### src/rtl/pcie_tlp_tx.sv
// 16-bit MWr32/MRd32 TLP transmitter for the ECP3 PCIe user transmit port.
// One descriptor at a time: builds a 3DW header, appends the payload, streams 16-bit words.
module pcie_tlp_tx #(
    parameter int MAX_DW   = 4,
    parameter int TAG_BITS = 5
) (
    input  logic                  pcie_clk,
    input  logic                  sys_rst,
    input  logic [7:0]            bus_num,
    input  logic [4:0]            dev_num,
    input  logic [2:0]            func_num,
    input  logic                  req_valid,
    output logic                  req_ready,
    input  logic                  req_rd,
    input  logic [29:0]           req_addr,
    input  logic [2:0]            req_len,
    input  logic [3:0]            req_first_be,
    input  logic [3:0]            req_last_be,
    input  logic [32*MAX_DW-1:0]  req_data,
    output logic                  tx_req,
    input  logic                  tx_rdy,
    output logic                  tx_st,
    output logic                  tx_end,
    output logic [15:0]           tx_data,
    output logic [TAG_BITS-1:0]   tag_out,
    output logic                  err_drop
);

    typedef enum logic [1:0] {IDLE, REQ, SEND} state_t;

    state_t                state_q, state_d;
    logic                  rd_q, rd_d;
    logic [29:0]           addr_q, addr_d;
    logic [2:0]            len_q, len_d;
    logic [3:0]            fbe_q, fbe_d;
    logic [3:0]            lbe_q, lbe_d;
    logic [32*MAX_DW-1:0]  data_q, data_d;
    logic [15:0]           rid_q, rid_d;
    logic [7:0]            htag_q, htag_d;
    logic [TAG_BITS-1:0]   tag_cnt_q, tag_cnt_d;
    logic [TAG_BITS-1:0]   tag_out_q, tag_out_d;
    logic [3:0]            idx_q, idx_d;
    logic                  req_ready_q, req_ready_d;
    logic                  tx_req_q, tx_req_d;
    logic                  tx_st_q, tx_st_d;
    logic                  tx_end_q, tx_end_d;
    logic [15:0]           tx_data_q, tx_data_d;
    logic                  err_drop_q, err_drop_d;

    logic                  len_ok;
    logic [3:0]            nxt_idx, last_idx, pay_idx;
    logic [32*MAX_DW-1:0]  dw_sh;
    logic [15:0]           word_nxt;

    assign len_ok = (req_len != 3'd0) && (int'(req_len) <= MAX_DW);

    // Word about to be presented: index 0 when leaving REQ, otherwise the one after idx_q.
    always_comb begin
        nxt_idx  = (state_q == REQ) ? 4'd0 : idx_q + 4'd1;
        last_idx = rd_q ? 4'd5 : 4'd5 + {len_q, 1'b0};
        pay_idx  = nxt_idx - 4'd6;
        dw_sh    = data_q >> {pay_idx[3:1], 5'b0};
        case (nxt_idx)
            4'd0:    word_nxt = {1'b0, ~rd_q, 1'b0, 5'b00000, 8'h00};
            4'd1:    word_nxt = {13'b0, len_q};
            4'd2:    word_nxt = rid_q;
            4'd3:    word_nxt = {htag_q, lbe_q, fbe_q};
            4'd4:    word_nxt = addr_q[29:14];
            4'd5:    word_nxt = {addr_q[13:0], 2'b00};
            default: word_nxt = pay_idx[0] ? dw_sh[15:0] : dw_sh[31:16];
        endcase
    end

    always_comb begin
        state_d     = state_q;
        rd_d        = rd_q;
        addr_d      = addr_q;
        len_d       = len_q;
        fbe_d       = fbe_q;
        lbe_d       = lbe_q;
        data_d      = data_q;
        rid_d       = rid_q;
        htag_d      = htag_q;
        tag_cnt_d   = tag_cnt_q;
        tag_out_d   = tag_out_q;
        idx_d       = idx_q;
        req_ready_d = req_ready_q;
        tx_req_d    = tx_req_q;
        tx_st_d     = tx_st_q;
        tx_end_d    = tx_end_q;
        tx_data_d   = tx_data_q;
        err_drop_d  = 1'b0;
        case (state_q)
            IDLE: begin
                req_ready_d = 1'b1;
                if (req_valid) begin
                    if (len_ok) begin
                        rd_d        = req_rd;
                        addr_d      = req_addr;
                        len_d       = req_len;
                        fbe_d       = req_first_be;
                        lbe_d       = (req_len == 3'd1) ? 4'h0 : req_last_be;
                        data_d      = req_data;
                        rid_d       = {bus_num, dev_num, func_num};
                        htag_d      = req_rd ? 8'(tag_cnt_q) : 8'h00;
                        state_d     = REQ;
                        tx_req_d    = 1'b1;
                        req_ready_d = 1'b0;
                        if (req_rd) begin
                            tag_out_d = tag_cnt_q;
                            tag_cnt_d = tag_cnt_q + 1'b1;
                        end
                    end else begin
                        err_drop_d = 1'b1;
                    end
                end
            end
            REQ: begin
                if (tx_rdy) begin
                    state_d   = SEND;
                    tx_req_d  = 1'b0;
                    idx_d     = 4'd0;
                    tx_data_d = word_nxt;
                    tx_st_d   = 1'b1;
                    tx_end_d  = 1'b0;
                end
            end
            SEND: begin
                if (tx_rdy) begin
                    if (idx_q == last_idx) begin
                        state_d     = IDLE;
                        tx_st_d     = 1'b0;
                        tx_end_d    = 1'b0;
                        tx_data_d   = 16'h0000;
                        req_ready_d = 1'b1;
                    end else begin
                        idx_d     = nxt_idx;
                        tx_data_d = word_nxt;
                        tx_st_d   = 1'b0;
                        tx_end_d  = (nxt_idx == last_idx);
                    end
                end
            end
            default: state_d = IDLE;
        endcase
    end

    always_ff @(posedge pcie_clk) begin
        if (sys_rst) begin
            state_q     <= IDLE;
            rd_q        <= 1'b0;
            addr_q      <= '0;
            len_q       <= '0;
            fbe_q       <= '0;
            lbe_q       <= '0;
            data_q      <= '0;
            rid_q       <= '0;
            htag_q      <= '0;
            tag_cnt_q   <= '0;
            tag_out_q   <= '0;
            idx_q       <= '0;
            req_ready_q <= 1'b1;
            tx_req_q    <= 1'b0;
            tx_st_q     <= 1'b0;
            tx_end_q    <= 1'b0;
            tx_data_q   <= '0;
            err_drop_q  <= 1'b0;
        end else begin
            state_q     <= state_d;
            rd_q        <= rd_d;
            addr_q      <= addr_d;
            len_q       <= len_d;
            fbe_q       <= fbe_d;
            lbe_q       <= lbe_d;
            data_q      <= data_d;
            rid_q       <= rid_d;
            htag_q      <= htag_d;
            tag_cnt_q   <= tag_cnt_d;
            tag_out_q   <= tag_out_d;
            idx_q       <= idx_d;
            req_ready_q <= req_ready_d;
            tx_req_q    <= tx_req_d;
            tx_st_q     <= tx_st_d;
            tx_end_q    <= tx_end_d;
            tx_data_q   <= tx_data_d;
            err_drop_q  <= err_drop_d;
        end
    end

    assign req_ready = req_ready_q;
    assign tx_req    = tx_req_q;
    assign tx_st     = tx_st_q;
    assign tx_end    = tx_end_q;
    assign tx_data   = tx_data_q;
    assign tag_out   = tag_out_q;
    assign err_drop  = err_drop_q;

endmodule

### config.mk
export PLATFORM = sky130hd
export DESIGN_NAME = pcie_tlp_tx
export DESIGN_NICKNAME = d
export VERILOG_FILES = /design/src/rtl/pcie_tlp_tx.sv
export SDC_FILE = /design/constraint.sdc
export NUM_CORES = 1
export LEC_CHECK = 0
export ABC_AREA = 0
export CORE_MARGIN = 5
export CORE_UTILIZATION = 50
export DETAILED_ROUTE_END_ITERATION = 8
export PLACE_DENSITY_LB_ADDON = 0.15
export REMOVE_ABC_BUFFERS = 1
export SYNTH_ARGS = -nofsm -noshare
export SYNTH_HDL_FRONTEND = slang
export SYNTH_SLANG_ARGS = --single-unit
### constraint.sdc
create_clock -name pcie_clk -period 3.4 [get_ports pcie_clk]
set_input_delay 0.85 -clock pcie_clk [delete_from_list [all_inputs] [get_ports pcie_clk]]
set_output_delay 0.85 -clock pcie_clk [all_outputs]
set_load 0.005 [all_outputs]
### Word level (Yosys, flattened, before mapping)

Cells that the tools add are included.

| cells by class | value |
|---|---|
| $add $sub $neg | 4 |
| $lt $le $gt $ge | 1 |
| equality and inequality tests | 16 |
| shifts and indexed selects | 1 |
| muxes and demuxes | 34 |
| bitwise logic cells | 3 |
| reductions and logical operators | 15 |

Operators with widths:

| operator | number |
|---|---|
| 128-bit by 8-bit right shift with 32-bit output | 1 |
| 16-bit one-hot mux with 6 select lines | 1 |
| 16-bit two-way mux | 4 |
| 16-bit one-hot mux with 2 select lines | 1 |
| 4-bit two-way mux | 6 |
| 2-bit != test (second input constant) | 6 |
| 4-bit AND reduction | 3 |
| 1-bit two-way mux | 10 |
| 2-bit two-way mux | 5 |
| 3-bit AND reduction | 3 |
| 4-bit by 2-bit equality test with 1-bit output (second input constant) | 2 |
| 4-bit by 3-bit equality test with 1-bit output (second input constant) | 2 |
| 4-bit equality test | 2 |
| 1-bit one-hot mux with 2 select lines | 4 |
| 4-bit one-hot mux with 2 select lines | 1 |
| 2-bit one-hot mux with 3 select lines | 1 |
| 2-bit nonzero test | 3 |
| 5-bit by 1-bit adder with 5-bit output (second input constant) | 1 |
| 5-bit two-way mux | 1 |
| 5-bit AND reduction | 1 |
| 3-bit by 4-bit adder with 4-bit output (first input constant) | 1 |
| 4-bit by 1-bit adder with 4-bit output (second input constant) | 1 |
| 4-bit by 1-bit equality test with 1-bit output (second input constant) | 1 |
| 4-bit zero test | 1 |
| 10 further kinds | 12 |

| word-level totals | value |
|---|---|
| bits in registers | 231 |
| bits of input ports | 190 |
| output and inout bits | 26 |
| word-level logic and storage cells | 92 |

### Longest topological paths before layout

| logic depth | value |
|---|---|
| depth after elaboration | 9 |
| mapped depth | 11 |
| gate-level depth less buffers | 10 |

### Least setup slack after synthesis

No wires, ideal clock.

| timing path | value |
|---|---|
| path type | reg-to-reg |
| start | register idx_q[1] |
| end | register tx_data_q[2] (netlist: tx_data[2]) |
| data arrival time | 2.776 ns |
| data required time | 3.284 ns |
| slack | 0.509 ns |
| stages on the path, launching flop included | 12 |
| period minus slack after synthesis | 2.891 ns |
| cell sequence | dfxtp_1 ha_1 buf_2 nand2_1 clkinv_1 ha_1 clkbuf_1 inv_1 mux4_2 o2bb2ai_1 a211o_1 and3_1 |

| between the ends | value |
|---|---|
| longest elaborated chain between the ends | 9 |
| elaborated cells between the ends (all ways) | 17 |
| classes of those cells | 2 x add/sub; 6 x eq/ne; 1 x shift; 7 x mux; 1 x reduce/logical |

RTL lines:

| what | RTL line | source |
|---|---|---|
| start: declaration | 42 | `logic [3:0] idx_q, idx_d;` |
| start signal: assignment | 180 | `idx_q <= idx_d;` |
| 4-bit by 1-bit adder with 4-bit output | 59 | `nxt_idx = (state_q == REQ) ? 4'd0 : idx_q + 4'd1;` |
| 4-bit two-way mux | 59 |  |
| 4-bit by 3-bit subtractor with 4-bit output | 61 | `pay_idx = nxt_idx - 4'd6;` |
| 128-bit by 8-bit right shift with 32-bit output | 62 | `dw_sh = data_q >> {pay_idx[3:1], 5'b0};` |
| 16-bit two-way mux | 70 | `default: word_nxt = pay_idx[0] ? dw_sh[15:0] : dw_sh[31:16];` |
| 16-bit one-hot mux with 6 select lines | 63 | `case (nxt_idx)` |
| 16-bit two-way mux | 130 | `if (idx_q == last_idx) begin` |
| 16-bit two-way mux | 129 | `if (tx_rdy) begin` |
| 16-bit one-hot mux with 2 select lines (*) | 93 | `case (state_q)` |
| end signal: assignment | 185 | `tx_data_q <= tx_data_d;` |
| end: declaration | 47 | `logic [15:0] tx_data_q, tx_data_d;` |

Mark *: on every way between the ends. The rest lies on a longest branch, timed or not. The select of a mux whose other input is x is not followed.
A chain may end at the register's enable or synchronous reset.

### Worst setup path after layout

Same ends and word-level chain as after synthesis.

==> flow_summary.toml <==
[outcome]
status = "completed"

[critical_path]
crit_type = "reg2reg"
cp_data_arrival_time_ns = 3.51
rrSetupSlack_ns = 0.30
crit_path_cell_trace = "ha_1 -> xnor2_1 -> or2_2 -> clkinv_1 -> ha_1 -> inv_1 -> mux4_2 -> o2bb2ai_1 -> a211o_1 -> and3_1"
crit_fanout = 10
slowest_stage = "dfxtp_1"
start_kind = "flop"
required_ns = 3.81
cpPeakStageDelay_ns = 0.45
crit_top_cell = "ha_1"
crit_path_end_kind = "flop"

[die]
die_area_um2 = 22700
die_w_um = 151
core_area_um2 = 19500
start_util_pct = 50.8
ios = 216
die_h_um = 151
rows = 51

[timing]
rsz0062_at_grt = "false"
finClkSkew_ns = 0.00694
setup_ws_ns = 0.298
timing.fmax_ghz = 0.322
period_needed_ns = 3.10
finalSetupViolCount = 0
finalCritPeriodShare_pct = 91.2
hold_viol_final = 0
tightest_slew_ns = 0.977
setup_tns_ns = 0
maxSlewHeadroom_pct = 34.6
drv_slew = 0
whs_ns = 0.450

[clock_network]
ctsHoldBuffers = 0
cts_resized = 0
clock_latency_ns = 0.52
numClockSinks = 228
cts_root_buf = "clkbuf_16"
ctsLongestPathBuffers = 3
post_cts_buffers = 0
cts_buffers = 25
tritoncts = "built"
clk_pin_slew_worst_paths_ns = 0.06
htree_levels = 1

[placement]
dpl_worst_slack_ns = 0.371
place.gp.congestion = 0.878
hpwl_mm = 19.7
port_buffers = 215

[global_routing]
use_met3_pct = 4.33
grt_usage_pct = 25.0
overflow = 0
met2_usage_pct = 39.9
grt_pass1_wl_mm = 46.2
use_met1_pct = 35.0
busiest_layer = "met2"
grt_max_degree = 135
antenna_found_initial = 3
grt_pass1_vias = 9001

[synth]
yosysWarnings = 0
syn_avg_cell_area_um2 = 7.66
async_flop_share_pct = 0
yosysSeqAreaShare_pct = 46.2
yosys.area.top_type = "dfxtp_1"
synthTopCellsByArea = "dfxtp_1 46%, nand2_1 16%, a21oi_1 12%"
syn_inst = 1290
synth_edf_count = 0
yosys.cell_types.count = 62
synth_top_area_share_pct = 46.2
synth-main-ff-cell = "dfxtp_1"
synthesis.area_um2 = 9880
synth_seq_cells = 228

[pwr]
power_frac_seq_pct = 44.4
switchingPower_mw = 1.61
pwr-share-clk_pct = 42.5
power_leakage_nw = 4.67
switching_share_pct = 24.7
total_power_mw = 6.51
p_per_area_nw_per_um2 = 496
vdd_ir_drop_max_mv = 0.349
comb_power_share_pct = 13.1
intPower_mw = 4.90

[route]
first_iter_violations = 699
vias_per_cell = 5.47
final_antenna_net_count = 0
wl_per_cell_um = 16.9
wl_mm = 29.6
drc = 0
vias = 9565
dr.pass1.iters = 5

[cells_and_area]
drive_above_1_share_pct = 8.50
fin_nets = 1657
post-route-util_pct = 67.3
area_growth_pct = 32.6

[hold_path]
hp-class = "reg2reg"

[flow_run]
cap_violations = 0
==> stage by stage <==
step	std cells	instance area, um^2
finish	1750	13100
global route	1750	13100
global placement	1702	12200
detailed placement	1702	12200
CTS	1748	13100
floorplan	1190	9460
==> layout by cell type (no fill, tap or decap), types with 12 or more instances in the layout <==
master and n:
a21oi_1 234, a22o_1 12, a22oi_1 12, buf_4 28, clkbuf_16 25, clkdlybuf4s50_1 214, dfxtp_1 227, mux2_2 35
nand2_1 432, nor2_1 54, nor3_1 19, o21ai_0 15, o22ai_1 22
==> path summary, 6_finish.rpt <==
path | from | to | depth (start not counted)
setup / recovery | idx_q[1]$_SDFFE_PP0P_ | tx_data[2]$_SDFFE_PP0P_ | 10
hold / removal | htag_q[3]$_SDFFE_PP0P_ | htag_q[3]$_SDFFE_PP0P_ | 2
setup reg to reg | idx_q[1]$_SDFFE_PP0P_ | tx_data[2]$_SDFFE_PP0P_ | 10
hold reg to reg | htag_q[3]$_SDFFE_PP0P_ | htag_q[3]$_SDFFE_PP0P_ | 2
==> worst max-delay path, delay by kind of cell (launching register included) <==
| family | cells | cell delay (ns) |
|---|---|---|
| XOR/XNOR | 1 | 0.18 |
| multiplexers | 1 | 0.35 |
| adder cells (fa/ha/maj) | 2 | 0.77 |
| buffers and inverters | 2 | 0.48 |
| flip-flops | 1 | 0.45 |
| AO/OA/AOI/OAI | 2 | 0.41 |
| AND/OR/NAND/NOR | 2 | 0.36 |
==> layout make-up <==
| type | count | area, um^2 |
|---|---|---|
| clock buffers | 37 | 751 |
| inverters | 8 | 30.0 |
| fillers | 1692 | 6360 |
| flip-flops and latches | 228 | 4570 |
| well taps | 265 | 332 |
| repair buffers | 247 | 2440 |
| diodes | 2 | 5.00 |
| clock inverters | 9 | 101 |
| multi-input cells | 954 | 4880 |
==> power groups by stage <==
stage,clock network (mW),registers (mW),logic (mW)
CTS,2.80,2.89,0.855
global route,2.93,2.90,0.937
floorplan,0,2.92,0.410
global placement,0,2.94,0.838
finish,2.77,2.89,0.852
detailed placement,0,2.94,0.849
==> flip-flops by register name, summed over array words and instances (netlist names), 2 cells and up <==
register	cells
fbe_q	4
htag_q	5
state_q	2
data_q	128
addr_q	30
tx_data	16
lbe_q	4
len_q	3
tag_cnt_q	5
rid_q	16
tag_out	5
idx_q	4
==> cells by family after synthesis <==
kind of cell | Yosys count | share of synthesized area, %
mux | 37 | 4.32
xor+xnor | 11 | 0.975
fa+ha+maj | 3 | 0.380
flops | 228 | 46.2
compound gates | 354 | 20.9
buf+inv | 108 | 4.61
simple gates | 549 | 22.6
==> routing by layer <==
layer	routed length [um]	part of all wire (%)
met2	13700	46
met5	20	0.068
met4	811	2.7
met3	2160	7.3
met1	12900	44
==> cells in the mapped netlist (8+ instances only) <==
| cell | count |
|---|---|
| o21ai_0 | 16 |
| nor2b_1 | 8 |
| a21oi_1 | 235 |
| a22o_1 | 12 |
| buf_2 | 28 |
| a22oi_1 | 12 |
| nand2_1 | 432 |
| mux2_2 | 35 |
| clkbuf_1 | 66 |
| o22ai_1 | 22 |
| a221oi_1 | 10 |
| o221ai_1 | 10 |
| dfxtp_1 | 228 |
| nor3_1 | 19 |
| nor2_1 | 54 |
No activity file was read; power rests on OpenSTA's default activity.
